File: src/rtl/divider_pkg.sv
// -----------------------------------------------------------------------------
// divider_pkg
//   Shared definitions for the iterative restoring divider:
//     state_t      - FSM state encodings (IDLE / CALC / DONE), 2 bits
//     WL_DEFAULT   - default operand word length
//     CNT_W        - iteration counter width for the default word length
//     cnt_width()  - counter width for an arbitrary word length
// -----------------------------------------------------------------------------
package divider_pkg;

  typedef enum logic [1:0] {
    S_IDLE = 2'd0,
    S_CALC = 2'd1,
    S_DONE = 2'd2
  } state_t;

  localparam int WL_DEFAULT = 32;
  localparam int CNT_W      = $clog2(WL_DEFAULT);

  function automatic int cnt_width(input int wl);
    return (wl > 1) ? $clog2(wl) : 1;
  endfunction

endpackage

File: src/rtl/div_step.sv
// -----------------------------------------------------------------------------
// div_step
//   One combinational restoring-division stage.
//   Ports:
//     p_i      WL  current partial remainder (always < divisor, so WL bits suffice)
//     msb_i    1   next dividend bit shifted into the remainder
//     b_i      WL  divisor
//     p_o      WL  next partial remainder
//     qbit_o   1   quotient bit produced by this stage
// -----------------------------------------------------------------------------
module div_step #(
  parameter int WL = 32
) (
  input  logic [WL-1:0] p_i,
  input  logic          msb_i,
  input  logic [WL-1:0] b_i,
  output logic [WL-1:0] p_o,
  output logic          qbit_o
);

  logic [WL:0] shifted;
  logic [WL:0] diff;

  // The shifted remainder can reach 2*B-1, so the trial subtraction needs
  // one extra bit; its sign bit says whether the divisor fit.
  assign shifted = {p_i, msb_i};
  assign diff    = shifted - {1'b0, b_i};
  assign qbit_o  = ~diff[WL];
  assign p_o     = qbit_o ? diff[WL-1:0] : shifted[WL-1:0];

endmodule

File: src/rtl/iterative_divider.sv
// -----------------------------------------------------------------------------
// iterative_divider
//   Sequential radix-2 restoring unsigned divider: Q = A / B, R = A % B,
//   one quotient bit per clock, with a start/done handshake.
//   Ports:
//     CLK       in   clock, rising edge
//     RST       in   synchronous reset, active-high
//     start     in   request, accepted when busy is low (IDLE or DONE)
//     A, B      in   WL  dividend / divisor, captured on the accepting edge
//     busy      out  high for the iterations of an operation
//     done      out  one-cycle pulse, results valid
//     Q, R      out  WL  quotient / remainder, held until the next done
//     div_zero  out  divisor was zero on the completed operation
//   Build option:
//     DIV_ZERO_SHORTCUT_EN - a zero divisor skips the iterations and completes
//     one cycle after acceptance. Without it a zero divisor runs all WL steps,
//     which naturally yields Q = all ones, R = A.
// -----------------------------------------------------------------------------
module iterative_divider
  import divider_pkg::*;
#(
  parameter int WL = 32
) (
  input  logic          CLK,
  input  logic          RST,
  input  logic          start,
  input  logic [WL-1:0] A,
  input  logic [WL-1:0] B,
  output logic          busy,
  output logic          done,
  output logic [WL-1:0] Q,
  output logic [WL-1:0] R,
  output logic          div_zero
);

  localparam int CW = cnt_width(WL);
  localparam logic [CW-1:0] LAST = CW'(WL - 1);

  state_t        state_q;
  logic [CW-1:0] cnt_q;
  logic [WL-1:0] p_q;
  // Holds the dividend; quotient bits shift in from the bottom as dividend
  // bits leave from the top, so after WL steps it holds the quotient.
  logic [WL-1:0] dq_q;
  logic [WL-1:0] b_q;
  logic          bz_q;
  logic          busy_q;
  logic          done_q;
  logic [WL-1:0] q_q;
  logic [WL-1:0] r_q;
  logic          dz_q;

  logic [WL-1:0] p_d;
  logic          qbit_d;
  logic [WL-1:0] dq_d;

  div_step #(.WL(WL)) u_step (
    .p_i    (p_q),
    .msb_i  (dq_q[WL-1]),
    .b_i    (b_q),
    .p_o    (p_d),
    .qbit_o (qbit_d)
  );

  assign dq_d = {dq_q[WL-2:0], qbit_d};

  always_ff @(posedge CLK) begin
    if (RST) begin
      state_q <= S_IDLE;
      cnt_q   <= '0;
      busy_q  <= 1'b0;
      done_q  <= 1'b0;
      q_q     <= '0;
      r_q     <= '0;
      dz_q    <= 1'b0;
    end else begin
      done_q <= 1'b0;
      case (state_q)
        S_IDLE, S_DONE: begin
          if (start) begin
            dq_q    <= A;
            b_q     <= B;
            p_q     <= '0;
            bz_q    <= (B == '0);
            cnt_q   <= '0;
            dz_q    <= 1'b0;
            busy_q  <= 1'b1;
            state_q <= S_CALC;
          end else begin
            state_q <= S_IDLE;
          end
        end
        S_CALC: begin
`ifdef DIV_ZERO_SHORTCUT_EN
          if (bz_q) begin
            // dq_q still holds the untouched dividend here.
            q_q     <= '1;
            r_q     <= dq_q;
            dz_q    <= 1'b1;
            busy_q  <= 1'b0;
            done_q  <= 1'b1;
            state_q <= S_DONE;
          end else
`endif
          begin
            p_q   <= p_d;
            dq_q  <= dq_d;
            cnt_q <= cnt_q + 1'b1;
            if (cnt_q == LAST) begin
              q_q     <= dq_d;
              r_q     <= p_d;
              dz_q    <= bz_q;
              busy_q  <= 1'b0;
              done_q  <= 1'b1;
              state_q <= S_DONE;
            end
          end
        end
        default: begin
          busy_q  <= 1'b0;
          state_q <= S_IDLE;
        end
      endcase
    end
  end

  assign busy     = busy_q;
  assign done     = done_q;
  assign Q        = q_q;
  assign R        = r_q;
  assign div_zero = dz_q;

endmodule

File: config.mk
export PLATFORM = sky130hd
export DESIGN_NAME = iterative_divider
export DESIGN_NICKNAME = d
export VERILOG_FILES = /design/src/rtl/divider_pkg.sv /design/src/rtl/div_step.sv /design/src/rtl/iterative_divider.sv
export SDC_FILE = /design/constraint.sdc
export NUM_CORES = 1
export LEC_CHECK = 0
export BUFFER_PORTS_ARGS = -buffer_cell sky130_fd_sc_hd__buf_2
export CAP_MARGIN = 20
export CELL_PAD_IN_SITES_DETAIL_PLACEMENT = 2
export CELL_PAD_IN_SITES_GLOBAL_PLACEMENT = 2
export CORE_AREA = 2 2 153 155
export DETAILED_ROUTE_END_ITERATION = 10
export DIE_AREA = 0 0 155 157
export PLACE_DENSITY = 0.88
export SKIP_LAST_GASP = 1
export SLEW_MARGIN = 20
export SYNTH_ARGS = -nofsm -noshare
export SYNTH_HDL_FRONTEND = slang
export SYNTH_SLANG_ARGS = --single-unit
File: constraint.sdc
create_clock -name CLK -period 11.1 [get_ports CLK]
set_clock_uncertainty 0.05 [all_clocks]
set_input_delay 1.665 -clock CLK [delete_from_list [all_inputs] [get_ports CLK]]
set_output_delay 1.665 -clock CLK [all_outputs]
set_load 0.02 [all_outputs]
== Word level (Yosys, flattened, before mapping) ==
Index checks and enable logic that the tools add are counted.
Storage, ports and cells
  flip-flop bits (word level): 171
  logic and storage cells: 49
  bits of input ports: 67
Operators by class
  reduce and logical (&&, ||, !) cells: 11
  add/sub/neg operators: 2
  bitwise operators: 3
  multiplexer cells: 17
  equal/unequal tests: 5
Operators by type and width (count)
  one-hot mux 32 bit (2 select lines): 2
  2-to-1 mux 32 bit: 3
  subtractor 33 x 32 -> 33 bit: 1
  zero test 32 bit: 1
  one-hot mux 5 bit (2 select lines): 1
  AND reduction 3 bit: 3
  2-to-1 mux 1 bit: 6
  AND reduction 2 bit: 3
  adder 5 x 1 -> 5 bit (second input constant): 1
  == test 5 bit (second input constant): 1
  2-to-1 mux 5 bit: 1
  inequality test 2 bit (second input constant): 2
  one-hot mux 1 bit (2 select lines): 2
  one-hot mux 2 bit (2 select lines): 1
  OR reduction 2 bit: 2
  NOT 1 bit: 3
  == test 2 x 1 -> 1 bit (second input constant): 1
  == test 2 bit (second input constant): 1
  zero test 2 bit: 1
  2-to-1 mux 2 bit: 1
  nonzero test 2 bit: 1

== Depth between registers and ports, before layout ==
Gate-level depths: netlist of the first run.
  depth after elaboration: 4
  depth in mapped cells: 13
  depth with buffers taken out: 11

== Hierarchy ==
From an unflattened synthesis of the first run, not the netlist that was laid out.
Unflattened totals
  cell total of the unflattened synthesis: 881
  area, all modules: 8620.8 um^2
Modules (own cells, without submodules)
  iterative_divider: times used 1, area each 6262.3 um^2, cells an instance 576
  div_step: times used 1, area each 2358.5 um^2, cells an instance 305

== Least setup slack after synthesis of the first run ==
No wires, ideal clock.
  kind: input port to flip-flop
  from: in RST
  to: reg dq_q[0] (enable)
  data required time: 10.543 ns
  path buffers: 3
  setup slack: 5.212 ns
  data arrival time: 5.331 ns
  cell stages on the path: 4
  path through: clkbuf_1 > clkbuf_1 > buf_1 > a21oi_1
Between the ends
  cells in the longest elaborated chain, start to end: 2
Ends and longest elaborated chain
  start: declaration: line iterative_divider.sv:25  | input logic RST,
  NOT 1 bit (no source line)
  AND reduction 3 bit (no source line)
  end signal: assignment: line iterative_divider.sv:107  | dq_q <= dq_d;
  end: declaration: line iterative_divider.sv:44  | logic [WL-1:0] dq_q;
Every way passes these cells.
A chain may end at the register's enable or synchronous reset.

== Final worst setup path of the first run ==
  from: reg b_q[0]
  to: reg p_q[4] (data pin)
Between the ends
  cells in the longest elaborated chain, start to end: 3
Ends and longest elaborated chain
  start: declaration: line iterative_divider.sv:45  | logic [WL-1:0] b_q;
  start signal: assignment: line iterative_divider.sv:82  | b_q <= B;
  subtractor 33 x 32 -> 33 bit: line div_step.sv:27  | assign diff = shifted - {1'b0, b_i};
  2-to-1 mux 32 bit: line div_step.sv:29  | assign p_o = qbit_o ? diff[WL-1:0] : shifted[WL-1:0];
  one-hot mux 32 bit (2 select lines): line iterative_divider.sv:78  | case (state_q)
  end signal: assignment: line iterative_divider.sv:106  | p_q <= p_d;
  end: declaration: line iterative_divider.sv:41  | logic [WL-1:0] p_q;
Every way passes these cells.

==> metrics.yaml, run 1 <==
outcome: "finished clean"
critPathMaxStageDelay_ps: 760
synth.avg_cell_area_um2: 9.45
min_period_ps: 4480
hold_violations: 0
drv_slew: 0
dr.pass1.iters: 5
synth_cells: 903
criticalPathCategory: "flip-flop to flip-flop"
cts.sinks: 171
yosysSeqAreaShare: 0.515
num_io_pins: 134
rsz0062_at_grt: "no"
synthArstFlopShare: 0
cts_hold_buf: 0
antenna_found_initial: 0
ys_warn_count: 0
clkSlewWorstSetupHoldPaths_ps: 90
setup_viol: 0
p_per_area_nw_per_um2: 160
numCtsBuffers: 17
worstSetupStartpoint: "b_q[0]"
leakage_nw: 4.17
gp_congestion: 0.842
cts_tree: "done"
start_util: 0.379
synth_area_um2: 8530
final_cell_mix: "nand2_1, buf_2, edfxtp_1"
slowest_stage: "o211a_1"
fmax_ghz: 0.223
wire_per_inst_um: 22.9
synth_largest_area_cell: "edfxtp_1"
grtUsageTotal: 0.249
dieArea_um2: 24300
antenna_cells: 0
grt_overflow: 0
syn_to_final_growth_pct: 18.3
peakVddDrop_mv: 0.0938
synth_seq_cells: 171
fin_crit_sh: 0.403
cap_violations: 0
grt_pass1_wl_um: 46000
critPathMaxFanout: 22
final_common_cell: "nand2_1"
rr_startpoint: "b_q[0]"
viasPerCell: 5.51
holdWs_ps: 415
clk_latency_ps: 460
fin_nets: 1114
synth_cell_types: 66
ys.flop_type: "edfxtp_1"
slew_headroom: 0.455
crit_chain: "ha_1, fa_1, nand2b_1, a21oi_2, o211ai_1, a211o_1, a21oi_1, o211a_1, buf_4, mux2i_1, nor2_1"
portBuffers: 133
postCtsSetupBuffers: 0
rows: 55
tightest_slew_ps: 818
drt_drc_violations_left: 0
grt_pass1_vias: 8107
crit_arrival_ps: 4600
cp.required_ps: 11220
layout-drive-gt1-share: 0.189
coreArea_um2: 22500
fp.dieH_um: 157
wirelength_um: 30000
synth_edf_count: 97
endpoint_kind: "flip-flop"
hp-class: "flip-flop to flip-flop"
synth_top_area_share: 0.341
synth_nets: 1005
cp_num_buf_inv: 1
setup_tns_ps: 0
cpLargestDelayFamily: "compound AO/OA/AOI/OAI gates"
min-delay-start: "Q[9]"
antenna_left: 0
grt_max_degree: 96
vias: 7215
cts_resized: 0
root_buffer: "clkbuf_16"
ctsHtreeMaxLevel: 4
nFillCells: 2412
drtIter0Drc: 290
fp.dieW_um: 155
worst_setup_path_start_kind: "flip-flop"
cts.path.max_buffers: 2
dp_hpwl_um: 19400
ys_top_cells_by_area: "edfxtp_1, dfxtp_1, nand2_1, ha_1, a21oi_1"
-- layer usage --
metal | wire length (µm) | up-vias | GRT usage | part of all wire
li1 | - | 3381 | - | -
met1 | 12200 | 3631 | 0.287 | 0.41
met2 | 15800 | 154 | 0.450 | 0.53
met3 | 1170 | 49 | 0.0430 | 0.039
met4 | 802 | 0 | 0.114 | 0.027
met5 | 0 | - | 0 | 0
-- through the flow --
step / setup slack [ps] / std cells / area (µm²) / power [mW] / util
after floorplan: 5210 / 903 / 8530 / 0.900 / -
after global placement: 7200 / 1276 / 9390 / 0.961 / 0.417
after detailed placement: 6940 / 1276 / 9390 / 0.974 / 0.417
after CTS: 6610 / 1308 / 10000 / 1.62 / 0.446
after global routing: 6370 / 1310 / 10100 / 1.67 / 0.448
final: 6620 / 1310 / 10100 / 1.62 / 0.448
-- final cells by class --
class / count / area [µm²] / area share
Multi-Input combinational cell: 637 / 3760 / 0.373
Clock buffer: 17 / 425 / 0.0422
Sequential cell: 171 / 4390 / 0.436
Timing Repair Buffer: 142 / 773 / 0.0766
Clock inverter: 15 / 216 / 0.0215
Tap cell: 285 / 357 / 0.0353
Inverter: 43 / 161 / 0.0160
-- sequential cells by signal (all words and copies together), names as in the netlist --
signal / flops
Q: 32
R: 32
b_q: 32
busy: 1
bz_q: 1
cnt_q: 5
div_zero: 1
done: 1
dq_q: 32
p_q: 32
state_q: 2
-- where the power goes --
group / total [mW] / switching, mW / internal (mW) / leakage (nW)
Sequential: 0.716 / 0.0149 / 0.701 / 1.52
Clock: 0.641 / 0.329 / 0.312 / 0.305
Combinational: 0.258 / 0.169 / 0.0887 / 2.34
Total: 1.62 / 0.514 / 1.10 / 4.17
-- worst min-delay path: cells and delay by family, from the launching register on --
kind / cells / cell delay (ps)
AO/OA/AOI/OAI: 1 / 50
flip-flops: 1 / 320
AND/OR/NAND/NOR: 1 / 50
-- synthesized netlist by cell type, drive strengths merged, types with 6 or more instances --
cell type  number
nand2         197
edfxtp         97
nor2           85
a21oi          75
dfxtp          74
inv            43
clkbuf         38
ha             34
a211oi         33
mux2i          27
o21ai          26
buf            14
nand3          14
xnor2          13
nor4           12
nand4          11
xor2           11
a21o            9
o21a            8
nor3            7
nand2b          6
o211ai          6
-- kinds of logic (layout without fill, tap and decap cells) --
group                    Yosys count  count (layout)  synth area share
multiplexers                      31              31            0.0374
flip-flops                       171             171             0.515
adder cells (fa/ha/maj)           35              35            0.0522
buffers and inverters             95             217            0.0469
XOR/XNOR                          24              24            0.0246
AND/OR/NAND/NOR                  360             360             0.181
AO/OA/AOI/OAI                    187             187             0.143
-- path summary, 6_finish.rpt --
path	endpoint	slack [ps]	depth (start not counted)
max reg2reg	p_q[4]	6620	11
max	p_q[4]	6620	11
min	Q[9]	420	2
min reg2reg	Q[9]	420	2
Note: power is estimated with default switching activity, not from simulation.
==> inputs of run 2 (changes only) <==
--- a/config.mk
+++ b/config.mk
@@ -5,14 +5,15 @@
 export SDC_FILE = /design/constraint.sdc
 export NUM_CORES = 1
 export LEC_CHECK = 0
+export ABC_AREA = 1
 export BUFFER_PORTS_ARGS = -buffer_cell sky130_fd_sc_hd__buf_2
 export CAP_MARGIN = 20
 export CELL_PAD_IN_SITES_DETAIL_PLACEMENT = 2
 export CELL_PAD_IN_SITES_GLOBAL_PLACEMENT = 2
-export CORE_AREA = 2 2 153 155
+export CORE_AREA = 2 2 181 183
 export DETAILED_ROUTE_END_ITERATION = 10
-export DIE_AREA = 0 0 155 157
-export PLACE_DENSITY = 0.88
+export DIE_AREA = 0 0 183 185
+export PLACE_DENSITY = 0.8
 export SKIP_LAST_GASP = 1
 export SLEW_MARGIN = 20
 export SYNTH_ARGS = -nofsm -noshare
==> constraint.sdc (replaced) <==
create_clock -name CLK -period 3.62 [get_ports CLK]
set_clock_uncertainty 0.05 [all_clocks]
set_input_delay 0.543 -clock CLK [delete_from_list [all_inputs] [get_ports CLK]]
set_output_delay 0.543 -clock CLK [all_outputs]
set_load 0.02 [all_outputs]
==> metrics.yaml, run 2 <==
vias: 8717  # +21%
dr.pass1.iters: 4  # -1
synth_top_area_share: 0.299  # -0.0421
crit_arrival_ps: 3170  # -1430 ps
synth_area_um2: 9730  # +14%
cpLargestDelayFamily: "simple AND/OR/NAND/NOR gates"
grtUsageTotal: 0.207  # -0.0418
setup_tns_ps: 0  # unchanged
endpoint_kind: "flip-flop"
synth_cells: 1250  # +38%
leakage_nw: 5.82  # +40%
rrSetupSlack_ps: 750  # -5870 ps
syn_to_final_growth_pct: 16.9
yosysSeqAreaShare: 0.452  # -0.0635
grt_overflow: 0  # unchanged
slowest_stage: "edfxtp_1"
synth.most_common_cell: "nand2_1"
drv_slew: 0  # unchanged
grt_max_degree: 76  # -21%
hp-class: "primary input to flip-flop"
hold_violations: 0  # unchanged
tightest_slew_ps: 727  # -90.7 ps
nFillCells: 3748  # +55%
synth_nets: 1352  # +35%
criticalPathCategory: "flip-flop to flip-flop"
ctsHtreeMaxLevel: 4  # unchanged
coreArea_um2: 32000  # +42%
slew_headroom: 0.511  # +0.0560
ys.flop_type: "edfxtp_1"
synth_seq_cells: 171  # unchanged
cts_tree: "done"
synth_commonest_cells: "nand2_1, inv_1, nand3_1"
cap_violations: 0  # unchanged
critPathMaxFanout: 17  # -23%
synth.avg_cell_area_um2: 7.78  # -18%
critPathMaxStageDelay_ps: 470  # -290 ps
outcome: "finished clean"
start_util: 0.304  # -0.0754
clkSlewWorstSetupHoldPaths_ps: 80  # about the same
cts_resized: 0  # unchanged
dp_hpwl_um: 26200  # +35%
min_period_ps: 2870  # -1610 ps
final_common_cell: "nand2_1"
cts.sinks: 171  # unchanged
dieArea_um2: 33900  # +39%
synth_largest_area_cell: "edfxtp_1"
wire_per_inst_um: 19.0  # -17%
crit_chain: "ha_1, nand2_1, inv_1, nand2_1, nand2_1, nand2_1, nand2_1, a21oi_4, nand2_4, nand2_4, nand2_8, nand2_1, nand3_1, nand2_1, inv_1"
postCtsSetupBuffers: 0  # unchanged
drtIter0Drc: 339  # +17%
numCtsBuffers: 17  # unchanged
rows: 66  # +20%
clk_latency_ps: 460  # about the same
p_per_area_nw_per_um2: 508  # +220%
num_io_pins: 134  # unchanged
antenna_left: 0  # unchanged
final_cell_mix: "nand2_1, inv_1, buf_2"
fp.dieW_um: 183  # +18%
cts_hold_buf: 0  # unchanged
antenna_cells: 0  # unchanged
fmax_ghz: 0.348  # +56%
synth_cell_types: 39  # -41%
synthArstFlopShare: 0  # unchanged
layout-drive-gt1-share: 0.174  # -0.0155
ys_top_cells_by_area: "edfxtp_1, dfxtp_1, nand2_1, inv_1, nand3_1"
fin_crit_sh: 0.793  # +0.389
cp.required_ps: 3920  # -7300 ps
worst_setup_path_start_kind: "flip-flop"
wirelength_um: 34200  # +14%
viasPerCell: 4.86  # -12%
cts.path.max_buffers: 2  # unchanged
cp_common_cell: "nand2_1"
peakVddDrop_mv: 0.278  # +200%
drt_drc_violations_left: 0  # unchanged
fp.dieH_um: 185  # +18%
layout.cells.non_filler: 1795  # +37%
gp_congestion: 0.845  # +0.33%
grt_pass1_wl_um: 53200  # +16%
synth_edf_count: 97  # unchanged
grt_pass1_vias: 9400  # +16%
root_buffer: "clkbuf_16"
fin_nets: 1476  # +32%
portBuffers: 133  # unchanged
setup_viol: 0  # unchanged
antenna_found_initial: 2  # +2
ys_warn_count: 0  # unchanged
rsz0062_at_grt: "no"
cp_num_buf_inv: 2  # +1
dp_cells: 1763  # +38%
==> run 2: cell types whose count changed in the layout (fill, tap and decap cells not counted), moves of 11 or more <==
cell,change
o21a_1,+24
inv_1,+195
o21ai_0,+46
nand2_4,+23
a211oi_1,-31
nand3_1,+102
a21oi_1,-20
nand2_1,+158
mux2i_1,-27
nor2_1,-37
xnor2_1,-11
==> run 2: area by class of cell <==
cell class	instances	area, µm²	area share
clock inverters	14	124	0.0109
repair buffers	142	733	0.0645
inverters	247	927	0.0815
flip-flops and latches	171	4390	0.386
multi-input cells	795	4230	0.372
clock buffers	18	450	0.0396
well taps	408	510	0.0449
==> run 2: stage by stage <==
step	util	worst slack (ps)	hold slack (ps)	total power [mW]	cell area (µm²)
after floorplan	-	668	387	3.43	9730
after global placement	0.337	906	402	3.88	10800
after detailed placement	0.337	821	418	3.95	10800
after CTS	0.355	748	217	5.83	11400
after global routing	0.355	615	219	6.06	11400
final	0.355	750	229	5.77	11400
==> run 2: cell families (layout without fill, tap and decap cells) <==
group           Yosys count  count (layout)  share of synthesized area
simple gates            585             585                      0.279
buf+inv                 284             421                      0.116
flops                   171             171                      0.452
compound gates          164             164                     0.0980
fa+ha+maj                35              35                     0.0458
xor+xnor                 11              11                    0.00990
==> run 2: per-layer routing <==
metal	track usage	share of wire	vias up
met3	0.0488	0.058	31
met1	0.254	0.43	4287
li1	-	-	4231
met2	0.365	0.49	166
met4	0.0550	0.015	2
met5	0	0.00047	-
==> run 2: worst reg2reg max path: cells and delay by family (launching register included) <==
| kind | cells | cell delay, ps |
|---|---|---|
| fa+ha+maj | 1 | 400 |
| compound gates | 1 | 260 |
| buf+inv | 2 | 110 |
| simple gates | 11 | 1470 |
| flops | 1 | 470 |
==> run 2: power breakdown <==
part	total (mW)	internal [mW]	switching, mW	leakage, nW
sequential	2.38	2.27	0.112	1.53
clock	1.86	0.946	0.915	0.275
combinational	1.53	0.454	1.08	4.02
==> run 2: path summary, 6_finish.rpt <==
kind	from	endpoint	cells after the start
max	p_q[26]	R[20]	15
min	B[22]	b_q[22]	1
max reg2reg	p_q[26]	R[20]	15
min reg2reg	cnt_q[4]	cnt_q[4]	2
==> inputs of run 3 (changes only) <==
--- a/config.mk
+++ b/config.mk
@@ -10,10 +10,10 @@
 export CAP_MARGIN = 20
 export CELL_PAD_IN_SITES_DETAIL_PLACEMENT = 2
 export CELL_PAD_IN_SITES_GLOBAL_PLACEMENT = 2
-export CORE_AREA = 2 2 181 183
+export CORE_AREA = 2 2 173 175
 export DETAILED_ROUTE_END_ITERATION = 10
-export DIE_AREA = 0 0 183 185
-export PLACE_DENSITY = 0.8
+export DIE_AREA = 0 0 175 177
+export PLACE_DENSITY = 0.84
 export SKIP_LAST_GASP = 1
 export SLEW_MARGIN = 20
 export SYNTH_ARGS = -nofsm -noshare
==> constraint.sdc (replaced) <==
create_clock -name CLK -period 2.7 [get_ports CLK]
set_clock_uncertainty 0.05 [all_clocks]
set_input_delay 0.405 -clock CLK [delete_from_list [all_inputs] [get_ports CLK]]
set_output_delay 0.405 -clock CLK [all_outputs]
set_load 0.02 [all_outputs]
==> metrics.yaml, run 3 (synthesized netlist as in run 2, its figures left out) <==
fmax_ghz: 0.342  # -1.9%
rsz0062_at_grt: "yes"
start_util: 0.333  # +0.0290
dp_hpwl_um: 26300  # +0.13%
cap_violations: 0  # unchanged
min-delay-start: "B[17]"
gp_congestion: 0.823  # -2.7%
cp_num_buf_inv: 4  # +2
clk_latency_ps: 490  # +30 ps
fin_crit_sh: 1.08  # +0.291
layout.cells.non_filler: 1839  # +2.5%
cts_tree: "done"
placed_cell_area_um2: 10900  # +1.3%
slowest_stage: "edfxtp_1"
drtIter0Drc: 632  # +86%
cp.required_ps: 3070  # -850 ps
critPathMaxFanout: 3  # -14
rows: 63  # -4.5%
slew_headroom: 0.443  # -0.0676
clkSlewWorstSetupHoldPaths_ps: 80  # about the same
cts_hold_buf: 0  # unchanged
fin_area_um2: 12400  # +8.8%
min_path_cells: 1  # unchanged
leakage_nw: 6.20  # +6.5%
criticalPathCategory: "flip-flop to flip-flop"
timing.final.ws_setup_ps: -226  # -975 ps
dr.pass1.iters: 5  # +1
coreArea_um2: 29200  # -8.7%
grtUsageTotal: 0.259  # +0.0516
crit_chain: "inv_2, ha_4, fa_2, inv_2, nand2_2, nand2_2, buf_4, nand4_1, nand3_1, nand2_1, nand2_1, nand2_1, nand2_1, nand2_4, nand3_2, nand2_2, inv_1"
cts.sinks: 171  # unchanged
nFillCells: 3291  # -12%
rr_startpoint: "dq_q[31]"
dieArea_um2: 31000  # -8.5%
final_cell_mix: "nand2_1, inv_1, buf_2"
portBuffers: 133  # unchanged
ctsHtreeMaxLevel: 4  # unchanged
grt_pass1_vias: 10300  # +9.5%
antenna_found_initial: 5  # +3
grt_pass1_wl_um: 60700  # +14%
p_per_area_nw_per_um2: 698  # +37%
hold_end: "b_q[17]"
crit_arrival_ps: 3300  # +130 ps
rrSetupSlack_ps: -230  # -980 ps
outcome: "complete, but fails checks"
critPathMaxStageDelay_ps: 470  # about the same
min_period_ps: 2930  # +55.5 ps
drt_drc_violations_left: 0  # unchanged
final_common_cell: "nand2_1"
regArea_um2: 4390  # unchanged
drv_slew: 0  # unchanged
hp-class: "primary input to flip-flop"
cts.path.max_buffers: 2  # unchanged
cp_common_cell: "nand2_1"
vias: 9775  # +12%
met3_usage: 0.0597  # +0.0109
worst_r2r_path_depth: 17  # +2
tightest_slew_ps: 836  # +108 ps
grt_overflow: 0  # unchanged
dp_cells: 1762  # -0.057%
numCtsBuffers: 17  # unchanged
met2_usage: 0.463  # +0.0984
viasPerCell: 5.32  # +9.5%
multiInputGateArea_um2: 4640  # +9.8%
hold_violations: 0  # unchanged
num_io_pins: 134  # unchanged
layout-drive-gt1-share: 0.253  # +0.0797
wire_per_inst_um: 25.3  # +33%
peakVddDrop_mv: 0.460  # +65%
antenna_left: 0  # unchanged
root_buffer: "clkbuf_16"
syn_to_final_growth_pct: 27.1
fp.dieW_um: 175  # -4.4%
r2r-end: "R[28]"
grt_max_degree: 66  # -13%
violations: "negative setup slack"
fin_nets: 1537  # +4.1%
wirelength_um: 46500  # +36%
endpoint_kind: "flip-flop"
gr-max-usage-layer: "met2"
met1_usage: 0.305  # +0.0510
holdWs_ps: 73.0  # -156 ps
setup_viol: 59  # +59
worst_setup_path_start_kind: "flip-flop"
fp.dieH_um: 177  # -4.3%
cpLargestDelayFamily: "simple AND/OR/NAND/NOR gates"
[run 3: final cells by class]
cell class | count | share of cell area
diodes | 1 | 0.000202
inverters | 247 | 0.0753
multi-input cells | 796 | 0.375
clock buffers | 21 | 0.0381
flip-flops and latches | 171 | 0.355
clock inverters | 11 | 0.00951
well taps | 390 | 0.0394
repair buffers | 202 | 0.107
[run 3: worst max-delay path by stage]
stage / startpoint / endpoint / slack [ps] / cells after the start
2_1_floorplan: RST / b_q[0] / 140 / 2
3_3_place_gp: p_q[13] / p_q[7] / 70 / 13
3_5_place_dp: p_q[13] / p_q[8] / -100 / 13
4_1_cts: p_q[1] / p_q[27] / 3 / 13
5_1_grt: cnt_q[0] / Q[27] / -370 / 10
6_report: dq_q[31] / R[28] / -230 / 17
[run 3: per-stage QoR]
step                       util  setup WS (ps)  setup TNS [ps]  total power [mW]
after floorplan               -            141               0              4.60
after global placement    0.374           65.4               0              5.23
after detailed placement  0.374          -99.1           -2320              5.34
after CTS                 0.402           2.61               0              8.08
after global routing      0.423           -367          -15060              8.90
final                     0.423           -226           -4680              8.63
[run 3: layer usage]
layer	share of wire	vias up
li1	-	4352
met1	0.40	4948
met2	0.50	357
met3	0.061	116
met4	0.039	2
met5	0.00015	-
[run 3: what timing repair did]
action / CTS / global route
setup endpoints to repair: 65 / 97
buffers inserted: 11 / 31
cloned: 1 / 1
resized for setup: 11 / 78
pin swaps: 3 / 19
[run 3: where the power goes]
part	switching (mW)	leakage, nW	total [mW]	internal, mW
logic	1.85	4.39	2.73	0.873
registers	0.185	1.53	3.22	3.04
clock network	1.30	0.292	2.68	1.38
